==> src/rtl/mc_issue_ctrl_pkg.sv <==
// Shared definitions for the multi-cycle operator issue controller:
// default widths and latency, latency-counter width, FSM state encoding.
package mc_issue_ctrl_pkg;

    localparam int unsigned MC_DATA_WIDTH  = 32;
    localparam int unsigned DEF_LATENCY    = 2;
    localparam int unsigned DEF_CNT_WIDTH  = 16;
    // LATENCY is limited to 1..255, so 8 bits always hold LATENCY-1
    localparam int unsigned LAT_CNT_WIDTH  = 8;

    typedef enum logic [1:0] {
        MC_IDLE = 2'd0,
        MC_LOAD = 2'd1,
        MC_RUN  = 2'd2,
        MC_DONE = 2'd3
    } mc_state_e;

endpackage

==> src/rtl/mc_issue_ctrl.sv <==
// Issue controller for a multi-cycle operator: accepts operand pairs,
// strobes them into the MC unit, waits LATENCY cycles, captures the
// result and offers it downstream; counts completed operations.
// Ports: CLK_I/RST_I clock and sync active-high reset;
//        IN_VALID_I/IN_READY_O/OP_A_I/OP_B_I operand handshake;
//        MC_EN_O/MC_LOAD_O/MC_OP_A_O/MC_OP_B_O/MC_RESULT_I MC unit side;
//        OUT_VALID_O/OUT_READY_I/RESULT_O result handshake;
//        OP_CNT_O completed-operation count (wraps).
module mc_issue_ctrl
    import mc_issue_ctrl_pkg::*;
#(
    parameter int unsigned DATA_WIDTH = MC_DATA_WIDTH,
    parameter int unsigned LATENCY    = DEF_LATENCY,
    parameter int unsigned CNT_WIDTH  = DEF_CNT_WIDTH
) (
    input  logic                  CLK_I,
    input  logic                  RST_I,
    input  logic                  IN_VALID_I,
    output logic                  IN_READY_O,
    input  logic [DATA_WIDTH-1:0] OP_A_I,
    input  logic [DATA_WIDTH-1:0] OP_B_I,
    output logic                  MC_EN_O,
    output logic                  MC_LOAD_O,
    output logic [DATA_WIDTH-1:0] MC_OP_A_O,
    output logic [DATA_WIDTH-1:0] MC_OP_B_O,
    input  logic [DATA_WIDTH-1:0] MC_RESULT_I,
    output logic                  OUT_VALID_O,
    input  logic                  OUT_READY_I,
    output logic [DATA_WIDTH-1:0] RESULT_O,
    output logic [CNT_WIDTH-1:0]  OP_CNT_O
);

    mc_state_e                r_state;
    mc_state_e                w_state_nxt;
    logic [LAT_CNT_WIDTH-1:0] r_lat_cnt;
    logic [DATA_WIDTH-1:0]    r_op_a;
    logic [DATA_WIDTH-1:0]    r_op_b;
    logic [DATA_WIDTH-1:0]    r_result;
    logic [CNT_WIDTH-1:0]     r_op_cnt;
    logic                     r_mc_en;
    logic                     r_mc_load;
    logic                     r_out_valid;
    logic                     w_in_ready;
    logic                     w_accept;
    logic                     w_capture;
    logic                     w_handoff;

    // Ready depends only on state, OUT_READY_I and reset, never on IN_VALID_I
    assign w_in_ready = !RST_I &&
                        ((r_state == MC_IDLE) || ((r_state == MC_DONE) && OUT_READY_I));
    assign w_accept   = IN_VALID_I && w_in_ready;

    // Next-state and strobe decode
    always_comb begin
        w_state_nxt = r_state;
        w_capture   = 1'b0;
        w_handoff   = 1'b0;
        case (r_state)
            MC_IDLE: begin
                if (IN_VALID_I) w_state_nxt = MC_LOAD;
            end
            MC_LOAD: begin
                w_state_nxt = MC_RUN;
            end
            MC_RUN: begin
                if (r_lat_cnt == '0) begin
                    w_capture   = 1'b1;
                    w_state_nxt = MC_DONE;
                end
            end
            MC_DONE: begin
                if (OUT_READY_I) begin
                    w_handoff   = 1'b1;
                    w_state_nxt = IN_VALID_I ? MC_LOAD : MC_IDLE;
                end
            end
            default: w_state_nxt = MC_IDLE;
        endcase
    end

    // State, datapath and registered MC/handshake strobes (decoded from next state)
    always_ff @(posedge CLK_I) begin
        if (RST_I) begin
            r_state     <= MC_IDLE;
            r_lat_cnt   <= '0;
            r_op_a      <= '0;
            r_op_b      <= '0;
            r_result    <= '0;
            r_op_cnt    <= '0;
            r_mc_en     <= 1'b0;
            r_mc_load   <= 1'b0;
            r_out_valid <= 1'b0;
        end else begin
            r_state <= w_state_nxt;
            if (w_accept) begin
                r_op_a <= OP_A_I;
                r_op_b <= OP_B_I;
            end
            // Loaded in LOAD so RUN spans exactly LATENCY cycles (LATENCY-1 down to 0)
            if (r_state == MC_LOAD) begin
                r_lat_cnt <= LAT_CNT_WIDTH'(LATENCY - 1);
            end else if ((r_state == MC_RUN) && (r_lat_cnt != '0)) begin
                r_lat_cnt <= r_lat_cnt - LAT_CNT_WIDTH'(1);
            end
            if (w_capture) r_result <= MC_RESULT_I;
            if (w_handoff) r_op_cnt <= r_op_cnt + CNT_WIDTH'(1);
            r_mc_en     <= (w_state_nxt == MC_LOAD) || (w_state_nxt == MC_RUN);
            r_mc_load   <= (w_state_nxt == MC_LOAD);
            r_out_valid <= (w_state_nxt == MC_DONE);
        end
    end

    assign IN_READY_O  = w_in_ready;
    assign MC_EN_O     = r_mc_en;
    assign MC_LOAD_O   = r_mc_load;
    assign MC_OP_A_O   = r_op_a;
    assign MC_OP_B_O   = r_op_b;
    assign OUT_VALID_O = r_out_valid;
    assign RESULT_O    = r_result;
    assign OP_CNT_O    = r_op_cnt;

endmodule
==> config.mk <==
export PLATFORM = sky130hd
export DESIGN_NAME = mc_issue_ctrl
export DESIGN_NICKNAME = d
export VERILOG_FILES = /design/src/rtl/mc_issue_ctrl_pkg.sv /design/src/rtl/mc_issue_ctrl.sv
export SDC_FILE = /design/constraint.sdc
export NUM_CORES = 1
export LEC_CHECK = 0
export ABC_AREA = 1
export ABC_CLOCK_PERIOD_IN_PS = 2700
export BUFFER_PORTS_ARGS = -buffer_cell sky130_fd_sc_hd__clkbuf_2
export CORE_ASPECT_RATIO = 2
export CORE_MARGIN = 3
export CORE_UTILIZATION = 50
export DETAILED_ROUTE_END_ITERATION = 10
export GPL_TIMING_DRIVEN = 0
export PLACE_DENSITY = 0.93
export SYNTH_ARGS = -nofsm -noshare
export SYNTH_HDL_FRONTEND = slang
export SYNTH_SLANG_ARGS = --single-unit
export TNS_END_PERCENT = 5
==> constraint.sdc <==
create_clock -name CLK_I -period 2.7 [get_ports CLK_I]
set_input_delay 0.135 -clock CLK_I [delete_from_list [all_inputs] [get_ports CLK_I]]
set_output_delay 0.135 -clock CLK_I [all_outputs]
set_load 0.05 [all_outputs]
==> impl_metrics.yaml <==
outcome:
  status: "finished clean"
synthesis:
  synth_top_cell_area_share: 0.490
  synth_most_common_cell: "nand2_1"
  synth_nets: 741
  yosys_warnings: 0
  ys_async_sr_fraction: 0
  synth_ff_type: "dfxtp_1"
  synth.top_cells.by_count: "147 x nand2_1, 128 x nand3_1, 125 x dfxtp_1"
  syn_area_mm2: 0.00511
  synth_cell_types: 28
  synthCells: 637
  synthTopCellsByArea: "dfxtp_1 49%, nand3_1 13%, nand2_1 11%, nand3_2 8.0%, a21oi_1 4.6%"
  yosysSeqAreaShare: 0.490
  synth_edf_count: 0
  synth_seq_cells: 125
  yosysTopAreaCell: "dfxtp_1"
  syn_area_per_cell_um2: 8.02
drt:
  wl_per_cell_um: 18.2
  ant_nets: 0
  drc: 0
  via_per_inst: 5.56
  vias: 6151
  drt_iter0_markers: 340
  wl_um: 20200
  first_pass_iters: 6
sta:
  hold_ws_ns: 0.0119
  drv_slew: 0
  rsz0062_at_grt: "false"
  finalClockSkew_ns: 0.0143
  final.setup.tns_ns: 0
  maxSlewHeadroom: 0.621
  setup_violations: 0
  worstMarginPinSlew_ns: 0.569
  fin_crit_sh: 0.781
  hold_viol: 0
  max_freq_mhz: 474
  finalCriticalPeriod_ns: 2.11
cells_and_area:
  fill_cells: 572
  syn_to_final_growth_pct: 54.3
  layoutNonFillerInstCount: 1107
  diodes: 0
  multi_input_area_mm2: 0.00226
  ff_latch_area_mm2: 0.00250
  fin_nets: 1067
  drive_gt1_frac: 0.324
clocking:
  tritoncts: "built"
  numCtsBuffers: 17
  cts_buffer_depth: 2
  clk_pin_slew_worst_paths_ns: 0.06
  ctsResizeCount: 0
  clock_latency_ns: 0.42
  htree_levels: 4
  cts_sinks: 125
  cts_root_buf: "clkbuf_16"
flow_run:
  drv_cap: 0
worst_setup_path:
  path_max_fanout: 10
  worst_ep_required_time_ns: 2.57
  cpLargestDelayFamily: "buffers and inverters"
  path_cells: "nand3_2, o21ai_2, inv_2, nor2_4, buf_2, clkbuf_2"
  worst-path-buf-inv: 3
  critPathKind: "flip-flop to output pin"
  crit_path_top_delay_cell: "dfxtp_1"
  crit_path_start_kind: "flip-flop"
  critPathMaxStageDelay_ns: 0.46
  crit_path_end_kind: "output pin"
  cp_data_arrival_time_ns: 1.97
placed_design:
  gp_congestion: 0.815
  place_inst: 983
  io_buffers: 214
  place_hpwl_um: 11400
global_routing:
  grt.met2_usage: 0.643
  grt_pass1_vias: 6436
  busiest_layer: "met2"
  grt_use_met1: 0.326
  antenna_found_initial: 0
  grt_max_degree: 17
  grt_pass1_wl_um: 31800
  use_met3: 0.100
  grt_overflow: 0
  grt_usage: 0.351
die:
  die_w_um: 77.5
  dieArea_mm2: 0.0115
  start_util: 0.520
  num_rows: 51
  pin_count: 216
  core-area_mm2: 0.00983
  die_h_um: 149
pwr:
  switching_share: 0.363
  clockPowerShare: 0.373
  leakagePower_uw: 0.00376
  p_seq_frac: 0.343
  combPwrFrac: 0.284
  p_per_area_mw_per_mm2: 797
  netSwitchingPower_uw: 2280
  ir_drop_mv: 0.527
  p_int_uw: 4010
min_path:
  hold_class: "primary input to flip-flop"
==> through the flow <==
stage / util / total power, µW / instance area, µm² / worst slack, ns
floorplan: - / 3350 / 5110 / 0.933
global placement: 0.646 / 3730 / 6350 / 0.835
detailed placement: 0.646 / 3770 / 6350 / 0.800
CTS: 0.802 / 6200 / 7890 / 0.611
global route: 0.802 / 6480 / 7890 / 0.490
finish: 0.802 / 6290 / 7890 / 0.591
==> state kept, by name, indices dropped and copies added, names as in the netlist <==
register and count:
r_state 2, MC_OP_B_O 32, RESULT_O 32, MC_OP_A_O 32, MC_EN_O 1, r_lat_cnt 8, MC_LOAD_O 1, OUT_VALID_O 1
OP_CNT_O 16
==> cell families after synthesis <==
logic type                 count (synthesis)  synth area share
AOI/OAI and AO/OA                         62            0.0622
adders and majority gates                  4           0.00979
xor gates and xnor gates                   3           0.00514
DFF                                      125             0.490
buffers and inverters                     71            0.0683
and+or+nand+nor                          372             0.365
==> final timing paths <==
| path | start | endpoint | slack (ns) | depth (start not counted) |
|---|---|---|---|---|
| worst min-delay path | MC_RESULT_I[1] | RESULT_O[1]$_SDFFE_PP0P_ | 0.01 | 3 |
| worst max-delay path | r_state[0]$_SDFF_PP0_ | IN_READY_O | 0.59 | 6 |
| worst min register to register | MC_OP_A_O[7]$_SDFFE_PP0P_ | MC_OP_A_O[7]$_SDFFE_PP0P_ | 0.46 | 2 |
| worst max register to register | r_lat_cnt[0]$_SDFFE_PP0P_ | MC_EN_O$_SDFF_PP0_ | 0.71 | 9 |
==> cell usage in the layout (no fill, tap or decap) <==
cell type | synthesis | layout
o21ai_2 | 1 | 1
clkinv_2 | 0 | 1
dlygate4sd3_1 | 0 | 93
dfxtp_1 | 125 | 125
clkbuf_1 | 11 | 11
o21ai_1 | 2 | 2
nand3_1 | 128 | 128
nor3_1 | 3 | 3
xor2_1 | 2 | 2
o21ai_0 | 10 | 10
nor2_1 | 40 | 40
nand2_1 | 147 | 147
inv_2 | 1 | 1
a21oi_1 | 47 | 47
clkbuf_2 | 0 | 214
buf_1 | 7 | 7
inv_1 | 28 | 28
a31oi_1 | 1 | 1
and3_1 | 1 | 1
nor2_4 | 3 | 3
clkbuf_8 | 0 | 1
xnor2_1 | 1 | 1
clkbuf_16 | 0 | 17
clkinvlp_4 | 0 | 5
nand2_2 | 1 | 1
clkinv_4 | 0 | 3
inv_6 | 0 | 1
o21a_1 | 1 | 1
buf_8 | 4 | 4
nand3b_1 | 1 | 1
buf_6 | 2 | 2
nand4_1 | 6 | 6
bufinv_16 | 0 | 3
nand3_2 | 41 | 41
ha_1 | 4 | 4
and2_1 | 1 | 1
buf_2 | 18 | 18
==> layout make-up <==
cell class,instances,share of cell area
buffer,42,0.0305
clock buffer,18,0.0557
clock inverter,13,0.0213
inverter,29,0.0138
multi-input combinational,441,0.287
sequential,125,0.317
tap,132,0.0209
timing repair buffer,307,0.254
==> routing by layer <==
| metal | up-vias | part of all wire |
|---|---|---|
| li1 | 2778 | - |
| met1 | 2838 | 0.32 |
| met2 | 407 | 0.53 |
| met3 | 128 | 0.079 |
| met4 | 0 | 0.068 |
| met5 | - | 0 |
==> power by group through the flow <==
stage               logic [µW]  clock network, µW  registers (µW)
floorplan                  616                  0            2730
global placement          1570                  0            2160
detailed placement        1600                  0            2170
CTS                       1720               2340            2130
global route              1890               2430            2170
finish                    1780               2350            2160
==> repair_timing <==
item	4_1_cts	5_1_grt
endpoints found under the hold margin	93	0
hold buffers	93	0
setup buffers	0	0
endpoints found under the setup margin	0	0
==> worst register-to-register path: cells and delay by family, from the launching register on <==
| family | cells | cell delay [ns] |
|---|---|---|
| flops | 1 | 0.31 |
| buf+inv | 2 | 0.33 |
| fa+ha+maj | 2 | 0.52 |
| simple gates | 5 | 0.75 |
Power figures use the tool's default switching activity.
